[src/rtl/iter_muldiv_unit_if.sv]
// iter_muldiv_unit_if
//   Request/result bundle between the EX stage and the iterative mul/div unit.
//   master : EX stage side (drives start/op/src1/src2/annul, reads results)
//   slave  : iter_muldiv_unit side
//   start        request new operation (sampled only while the unit is idle)
//   op           00=MULTU 01=MULT 10=DIVU 11=DIV
//   src1/src2    multiplicand/dividend, multiplier/divisor
//   annul        flush: abort the operation in flight
//   stallreq     EX stall request
//   busy         unit not idle
//   done         one-cycle pulse, hi/lo updated this cycle
//   hi/lo        MUL: product high/low halves; DIV: remainder/quotient
//   div_by_zero  qualifies done for a divide with a zero divisor
interface iter_muldiv_unit_if #(
  parameter int WIDTH = 32
);
  logic             start;
  logic [1:0]       op;
  logic [WIDTH-1:0] src1;
  logic [WIDTH-1:0] src2;
  logic             annul;
  logic             stallreq;
  logic             busy;
  logic             done;
  logic [WIDTH-1:0] hi;
  logic [WIDTH-1:0] lo;
  logic             div_by_zero;

  modport master (
    output start, op, src1, src2, annul,
    input  stallreq, busy, done, hi, lo, div_by_zero
  );

  modport slave (
    input  start, op, src1, src2, annul,
    output stallreq, busy, done, hi, lo, div_by_zero
  );
endinterface

[src/rtl/iter_muldiv_unit.sv]
// iter_muldiv_unit
//   Iterative multiply (shift-add) / divide (restoring) unit for the EX stage,
//   one iteration per clock. Operands are reduced to magnitudes at start and the
//   sign is fixed up when the result is written to hi/lo.
//   Ports: clk, resetn (synchronous, active low), bus (iter_muldiv_unit_if.slave).
//   Build option: MULDIV_EARLY_OUT_EN - trivial multiplies (a zero operand) and
//   divides with |dividend| < |divisor| finish in one cycle instead of WIDTH+1.
//
//   state | meaning
//   IDLE  | waiting for start
//   CALC  | WIDTH iterations, cnt_q = 0..WIDTH-1
//   DONE  | one cycle, done pulse, hi/lo already hold the result
module iter_muldiv_unit #(
  parameter int WIDTH = 32
) (
  input logic               clk,
  input logic               resetn,
  iter_muldiv_unit_if.slave bus
);
  localparam int CNT_W = $clog2(WIDTH + 1);

  localparam logic [1:0] S_IDLE = 2'd0;
  localparam logic [1:0] S_CALC = 2'd1;
  localparam logic [1:0] S_DONE = 2'd2;

  localparam logic [CNT_W-1:0] CNT_LAST = CNT_W'(WIDTH - 1);
  localparam logic [CNT_W-1:0] CNT_ONE  = CNT_W'(1);

  logic [1:0]         state_q, state_d;
  logic [CNT_W-1:0]   cnt_q, cnt_d;
  logic               is_div_q, is_div_d;
  logic               neg_q, neg_d;         // negate product / quotient
  logic               rem_neg_q, rem_neg_d; // remainder follows dividend sign
  logic [2*WIDTH-1:0] a_q, a_d;             // MUL: shifted multiplicand; DIV: divisor in low half
  logic [2*WIDTH-1:0] acc_q, acc_d;         // MUL: product; DIV: partial remainder in low half
  logic [WIDTH-1:0]   b_q, b_d;             // MUL: multiplier; DIV: dividend shifting out, quotient shifting in
  logic [WIDTH-1:0]   hi_q, hi_d;
  logic [WIDTH-1:0]   lo_q, lo_d;
  logic               dbz_q, dbz_d;

  logic [WIDTH-1:0]   mag1, mag2;
  logic               early;
  logic [2*WIDTH-1:0] mul_acc, prod_fix;
  logic [WIDTH:0]     rem_sh;
  logic [WIDTH+1:0]   trial;
  logic               trial_ok;
  logic [WIDTH-1:0]   rem_nx, quo_nx, rem_fix, quo_fix;

  assign mag1 = (bus.op[0] && bus.src1[WIDTH-1]) ? -bus.src1 : bus.src1;
  assign mag2 = (bus.op[0] && bus.src2[WIDTH-1]) ? -bus.src2 : bus.src2;

`ifdef MULDIV_EARLY_OUT_EN
  assign early = bus.op[1] ? ((bus.src2 != '0) && (mag1 < mag2))
                           : ((bus.src1 == '0) || (bus.src2 == '0));
`else
  assign early = 1'b0;
`endif

  assign mul_acc  = acc_q + (b_q[0] ? a_q : '0);
  assign prod_fix = neg_q ? -mul_acc : mul_acc;

  // Remainder is always below the divisor, so it fits in WIDTH bits; the extra
  // top bit of the trial difference is the borrow that selects restore.
  assign rem_sh   = {acc_q[WIDTH-1:0], b_q[WIDTH-1]};
  assign trial    = {1'b0, rem_sh} - {2'b00, a_q[WIDTH-1:0]};
  assign trial_ok = ~trial[WIDTH+1];
  assign rem_nx   = trial_ok ? trial[WIDTH-1:0] : rem_sh[WIDTH-1:0];
  assign quo_nx   = {b_q[WIDTH-2:0], trial_ok};
  assign quo_fix  = neg_q ? -quo_nx : quo_nx;
  assign rem_fix  = rem_neg_q ? -rem_nx : rem_nx;

  always_comb begin
    state_d   = state_q;
    cnt_d     = cnt_q;
    is_div_d  = is_div_q;
    neg_d     = neg_q;
    rem_neg_d = rem_neg_q;
    a_d       = a_q;
    acc_d     = acc_q;
    b_d       = b_q;
    hi_d      = hi_q;
    lo_d      = lo_q;
    dbz_d     = dbz_q;
    case (state_q)
      S_IDLE: begin
        if (bus.start && !bus.annul) begin
          is_div_d  = bus.op[1];
          neg_d     = bus.op[0] & (bus.src1[WIDTH-1] ^ bus.src2[WIDTH-1]);
          rem_neg_d = bus.op[0] & bus.src1[WIDTH-1];
          cnt_d     = '0;
          acc_d     = '0;
          a_d       = {{WIDTH{1'b0}}, (bus.op[1] ? mag2 : mag1)};
          b_d       = bus.op[1] ? mag1 : mag2;
          dbz_d     = 1'b0;
          if (bus.op[1] && (bus.src2 == '0)) begin
            state_d = S_DONE;
            hi_d    = bus.src1;
            lo_d    = '1;
            dbz_d   = 1'b1;
          end else if (early) begin
            state_d = S_DONE;
            hi_d    = bus.op[1] ? bus.src1 : '0;
            lo_d    = '0;
          end else begin
            state_d = S_CALC;
          end
        end
      end
      S_CALC: begin
        if (bus.annul) begin
          state_d = S_IDLE;
          cnt_d   = '0;
        end else begin
          cnt_d = cnt_q + CNT_ONE;
          if (is_div_q) begin
            acc_d = {{WIDTH{1'b0}}, rem_nx};
            b_d   = quo_nx;
          end else begin
            acc_d = mul_acc;
            a_d   = a_q << 1;
            b_d   = b_q >> 1;
          end
          if (cnt_q == CNT_LAST) begin
            state_d = S_DONE;
            cnt_d   = '0;
            if (is_div_q) begin
              hi_d = rem_fix;
              lo_d = quo_fix;
            end else begin
              hi_d = prod_fix[2*WIDTH-1:WIDTH];
              lo_d = prod_fix[WIDTH-1:0];
            end
          end
        end
      end
      S_DONE:  state_d = S_IDLE;
      default: state_d = S_IDLE;
    endcase
  end

  always_ff @(posedge clk) begin
    if (!resetn) begin
      state_q   <= S_IDLE;
      cnt_q     <= '0;
      is_div_q  <= 1'b0;
      neg_q     <= 1'b0;
      rem_neg_q <= 1'b0;
      a_q       <= '0;
      acc_q     <= '0;
      b_q       <= '0;
      hi_q      <= '0;
      lo_q      <= '0;
      dbz_q     <= 1'b0;
    end else begin
      state_q   <= state_d;
      cnt_q     <= cnt_d;
      is_div_q  <= is_div_d;
      neg_q     <= neg_d;
      rem_neg_q <= rem_neg_d;
      a_q       <= a_d;
      acc_q     <= acc_d;
      b_q       <= b_d;
      hi_q      <= hi_d;
      lo_q      <= lo_d;
      dbz_q     <= dbz_d;
    end
  end

  // annul drops stallreq and done in the same cycle so EX can flush immediately.
  assign bus.busy        = (state_q != S_IDLE);
  assign bus.stallreq    = ~bus.annul & (((state_q == S_IDLE) & bus.start) | (state_q == S_CALC));
  assign bus.done        = (state_q == S_DONE) & ~bus.annul;
  assign bus.hi          = hi_q;
  assign bus.lo          = lo_q;
  assign bus.div_by_zero = bus.done & dbz_q;
endmodule

[src/flat_wrapper.sv]
// flat-port wrapper written by rule: the top's interface ports become plain ports
module iter_muldiv_unit_flat 
#(
  parameter int WIDTH = 32
)
  (clk, resetn, bus_start, bus_op, bus_src1, bus_src2, bus_annul, bus_stallreq, bus_busy, bus_done, bus_hi, bus_lo, bus_div_by_zero);
  iter_muldiv_unit_if #(.WIDTH(WIDTH)) bus_i ();
  input logic clk;
  input logic resetn;
  input wire logic [$bits(bus_i.start)-1:0] bus_start;
  input wire logic [$bits(bus_i.op)-1:0] bus_op;
  input wire logic [$bits(bus_i.src1)-1:0] bus_src1;
  input wire logic [$bits(bus_i.src2)-1:0] bus_src2;
  input wire logic [$bits(bus_i.annul)-1:0] bus_annul;
  output wire logic [$bits(bus_i.stallreq)-1:0] bus_stallreq;
  output wire logic [$bits(bus_i.busy)-1:0] bus_busy;
  output wire logic [$bits(bus_i.done)-1:0] bus_done;
  output wire logic [$bits(bus_i.hi)-1:0] bus_hi;
  output wire logic [$bits(bus_i.lo)-1:0] bus_lo;
  output wire logic [$bits(bus_i.div_by_zero)-1:0] bus_div_by_zero;
  assign bus_i.start = bus_start;
  assign bus_i.op = bus_op;
  assign bus_i.src1 = bus_src1;
  assign bus_i.src2 = bus_src2;
  assign bus_i.annul = bus_annul;
  assign bus_stallreq = bus_i.stallreq;
  assign bus_busy = bus_i.busy;
  assign bus_done = bus_i.done;
  assign bus_hi = bus_i.hi;
  assign bus_lo = bus_i.lo;
  assign bus_div_by_zero = bus_i.div_by_zero;
  iter_muldiv_unit #(.WIDTH(WIDTH)) u_core (.clk(clk), .resetn(resetn), .bus(bus_i));
endmodule
[config.mk]
export PLATFORM = sky130hd
export DESIGN_NAME = iter_muldiv_unit_flat
export DESIGN_NICKNAME = d
export VERILOG_FILES = /design/src/rtl/iter_muldiv_unit_if.sv /design/src/rtl/iter_muldiv_unit.sv /design/src/flat_wrapper.sv
export SDC_FILE = /design/constraint.sdc
export NUM_CORES = 1
export LEC_CHECK = 0
export ABC_CLOCK_PERIOD_IN_PS = 6400
export CAP_MARGIN = 5
export CORE_ASPECT_RATIO = 2
export CORE_MARGIN = 8
export CORE_UTILIZATION = 25
export DETAILED_ROUTE_END_ITERATION = 16
export SLEW_MARGIN = 20
export SYNTH_ARGS = -nofsm -noshare
export SYNTH_HDL_FRONTEND = slang
export SYNTH_SLANG_ARGS = --single-unit
[constraint.sdc]
create_clock -name clk -period 6.4 [get_ports clk]
set_input_delay 1.28 -clock clk [delete_from_list [all_inputs] [get_ports clk]]
set_output_delay 1.28 -clock clk [all_outputs]
set_load 0.1 [all_outputs]
==> run metrics <==
outcome completed; DP HPWL 109000 µm; DIE WIDTH between 200 and 250 µm; FP Rows 160; Post-synth EDFFs 0; Max clock buf depth 3; area leader, netlist dfxtp_1; worst-path cell chain inv_1, nor2_1, ha_1, a21oi_1, nand2_1, o211ai_1, buf_4, nand3_2, xnor2_1, o21ai_1, nor4_1, nand4_1, nor3_2, nor2_1, a2111oi_0, a22o_1; Achievable Freq around 160 MHz; critical path peak fanout 11; largest net degree at the start of global routing 134; ranking of synthesized cells by area dfxtp_1, a21oi_1, nor2_1, nand2_1, ha_1; WP buf/inv 2; die area between 0.1 and 0.15 mm²; vias in the first global route between 20k and 30k; first-pass GRT wire length between 150000 and 200000 µm; PwrDens approximately 170 mW/mm²; register bit total from synthesis ~240; Crit. End Element flip-flop; wire length per cell around 30 µm; min-delay worst type reg -> reg; RSZ-0062 raised after global routing false; CP max stage delay 0.71 ns; Core ar. ~0.095 mm²; CTS Hold Bufs 0; Slew Limit Fails 0; number of library cell types mapped by synthesis between 100 and 150; Critical Path RT between 6 and 7 ns; maximum vdd ir drop 0.221 mV; count of final setup violators 0; relative slew slack between 20% and 30%; Slew @ Worst Pin about 1.1 ns; Mapped Nets 3582; Syn Area/Cell between 7 and 8 µm²; Arrival @ worst endpoint 6.68 ns; port bufs between 100 and 150; Final Hold Fails 0; max-cap violations 0; layout cells sized above 1 between 7 and 8%; area share of the largest cell type after synthesis between 10% and 20%; Area Overhead vs Synth 15.9%; clk sinks between 200 and 250; clock latency at the later pin of the worst-skew pair a little over 0.6 ns; drt via density 6.00; CTS root buf clkbuf_16; fillers roughly 10k; Die Ht ~450 µm; Pleak 10.4 nW; Final TNS setup 0 ns; gr usage total 24.8%; gr ovfl total 0; post-layout power ~0.0047 W; Ports between 100 and 150; Critical-path top delay cell a2111oi_0; initial antenna violation count 2; via count roughly 28k; CTS tree yes; initial DRC count approximately 2.5k; routability congestion estimate between 1 and 1.5; ANT nets after route 0; Clock Skew between 0.02 and 0.025 ns; initial core utilization between 20% and 30%; Synth Instances 3409; min Tclk post-route around 6.2 ns; Startpoint Class flip-flop; clk slew on worst S/H paths roughly 0.070 ns; CP delay by family, top simple AND/OR/NAND/NOR gates; Post-Syn Area about 0.024 mm²; post-synthesis sequential area ratio 19.7%; CP dominant cell by count nor2_1; prevailing post-synth register cell dfxtp_1; Final Cycle Share 96.1%; Crit Path Category reg -> reg; drt drc 0; Yosys warnings 0; CTS Buf Count 24; DRT Pass-1 Iters 6; nets about 3.6k; final WL 139000 µm; Async SR Flop Fraction 0%; H-tree depth 1
[metal layers]
metal / track usage [%] / vias up / share of wire, %
met1: 23.9 / 13600 / 34
met4: 23.2 / 0 / 11
met2: 45.2 / 1310 / 50
met5: 0 / - / 0
met3: 3.79 / 472 / 5.5
li1: - / 12800 / -
[layout by cell type, fill, tap and decap left out, types with 13 or more instances in the layout]
master | synthesis | final
inv_1 | 84 | 83
o21ai_1 | 16 | 16
nor3_1 | 115 | 114
o21ai_0 | 207 | 206
a21o_1 | 41 | 41
a22oi_1 | 42 | 42
nand2_1 | 344 | 343
nor3b_1 | 16 | 16
nor2_1 | 388 | 385
ha_1 | 101 | 101
a21oi_1 | 320 | 319
mux2i_1 | 84 | 84
nand4_1 | 49 | 49
and3_1 | 37 | 37
o21a_1 | 29 | 28
o41ai_1 | 13 | 13
buf_4 | 1 | 126
o31ai_1 | 39 | 39
nand2b_1 | 19 | 18
and2_1 | 77 | 77
xnor2_1 | 87 | 87
xor2_1 | 85 | 85
nand3_1 | 107 | 107
clkdlybuf4s50_1 | 0 | 134
o211ai_1 | 41 | 41
a31oi_1 | 38 | 38
nor4_1 | 46 | 45
or2_2 | 15 | 15
a211oi_1 | 143 | 142
or4_1 | 22 | 22
clkbuf_16 | 0 | 24
or3_1 | 29 | 29
dfxtp_1 | 236 | 234
[metrics by stage]
stage	instances	area, µm²	util [%]	setup WS (ns)	hold slack [ns]
2_1_floorplan	3409	24000	-	0.644	0.432
3_3_place_gp	4654	27000	28.4	0.620	0.442
3_5_place_dp	4654	27000	28.4	0.544	0.447
4_1_cts	4697	27800	29.2	0.511	0.457
5_1_grt	4698	27800	29.2	0.144	0.476
6_report	4700	27800	29.2	0.249	0.457
[state kept, by name, indices dropped and copies added, names as in the netlist]
name              count
u_core.dbz_q          1
u_core.b_q           32
u_core.acc_q         64
u_core.bus.hi        32
u_core.rem_neg_q      1
u_core.a_q           64
u_core.bus.lo        32
u_core.state_q        2
u_core.neg_q          1
u_core.is_div_q       1
u_core.cnt_q          6
[what timing repair did]
item,in CTS,in global routing
buffers inserted,0,0
setup endpoints to repair,0,1
gates resized for setup,0,2
[worst paths after layout]
kind / startpoint / endpoint / slack [ns] / cells past startpoint
max: u_core.b_q[0]$_SDFFE_PN0P_ / u_core.bus.hi[29]$_SDFFE_PN0P_ / 0.25 / 16
min: u_core.a_q[63]$_SDFFE_PN0P_ / u_core.a_q[63]$_SDFFE_PN0P_ / 0.46 / 2
max reg2reg: u_core.b_q[0]$_SDFFE_PN0P_ / u_core.bus.hi[29]$_SDFFE_PN0P_ / 0.25 / 16
min reg2reg: u_core.a_q[63]$_SDFFE_PN0P_ / u_core.a_q[63]$_SDFFE_PN0P_ / 0.46 / 2
[final cells by class]
cell class	instances	area (µm²)	area share, %
clock inverters	10	103	0.369
multi-input cells	2852	18000	64.9
clock buffers	33	684	2.46
flip-flops and latches	236	4730	17.0
diodes	3	7.51	0.0270
well taps	1215	1520	5.47
repair buffers	266	2380	8.56
inverters	85	324	1.17
[Yosys cell counts, types with 38 or more instances]
cell      count
nor2_1      388
a31oi_1      38
dfxtp_1     236
inv_1        84
a21o_1       41
a22oi_1      42
a21oi_1     320
xor2_1       85
ha_1        101
nand2_1     344
mux2i_1      84
o21ai_0     207
o211ai_1     41
clkbuf_1    189
nand4_1      49
o31ai_1      39
xnor2_1      87
a211oi_1    143
nand3_1     107
nor4_1       46
nor3_1      115
and2_1       77
[cells by family (layout without fill, tap and decap cells)]
kind of cell / Yosys count / in the layout / share of synthesized area (%)
AOI/OAI and AO/OA: 1148 / 1148 / 32.0
xor gates and xnor gates: 172 / 172 / 6.29
adders and majority gates: 103 / 103 / 5.44
buffers and inverters: 321 / 394 / 5.27
DFF: 236 / 236 / 19.7
muxes: 98 / 98 / 4.26
other: 0 / 3 / 0
and+or+nand+nor: 1331 / 1331 / 27.0
[worst reg2reg max path: cells and delay by family, from the launching register on]
family / cells / cell delay, ns
XOR/XNOR: 1 / 0.37
flip-flops: 1 / 0.34
AO/OA/AOI/OAI: 5 / 1.97
buffers and inverters: 2 / 0.64
adder cells (fa/ha/maj): 1 / 0.43
AND/OR/NAND/NOR: 7 / 2.32
[power breakdown]
group	total (W)	internal [W]	leakage [nW]	switching, W
sequential	0.00158	0.00151	1.91	0.0000661
clock	0.00153	0.000796	0.383	0.000733
combinational	0.00159	0.000492	8.12	0.00110
No activity file was read; power rests on OpenSTA's default activity.
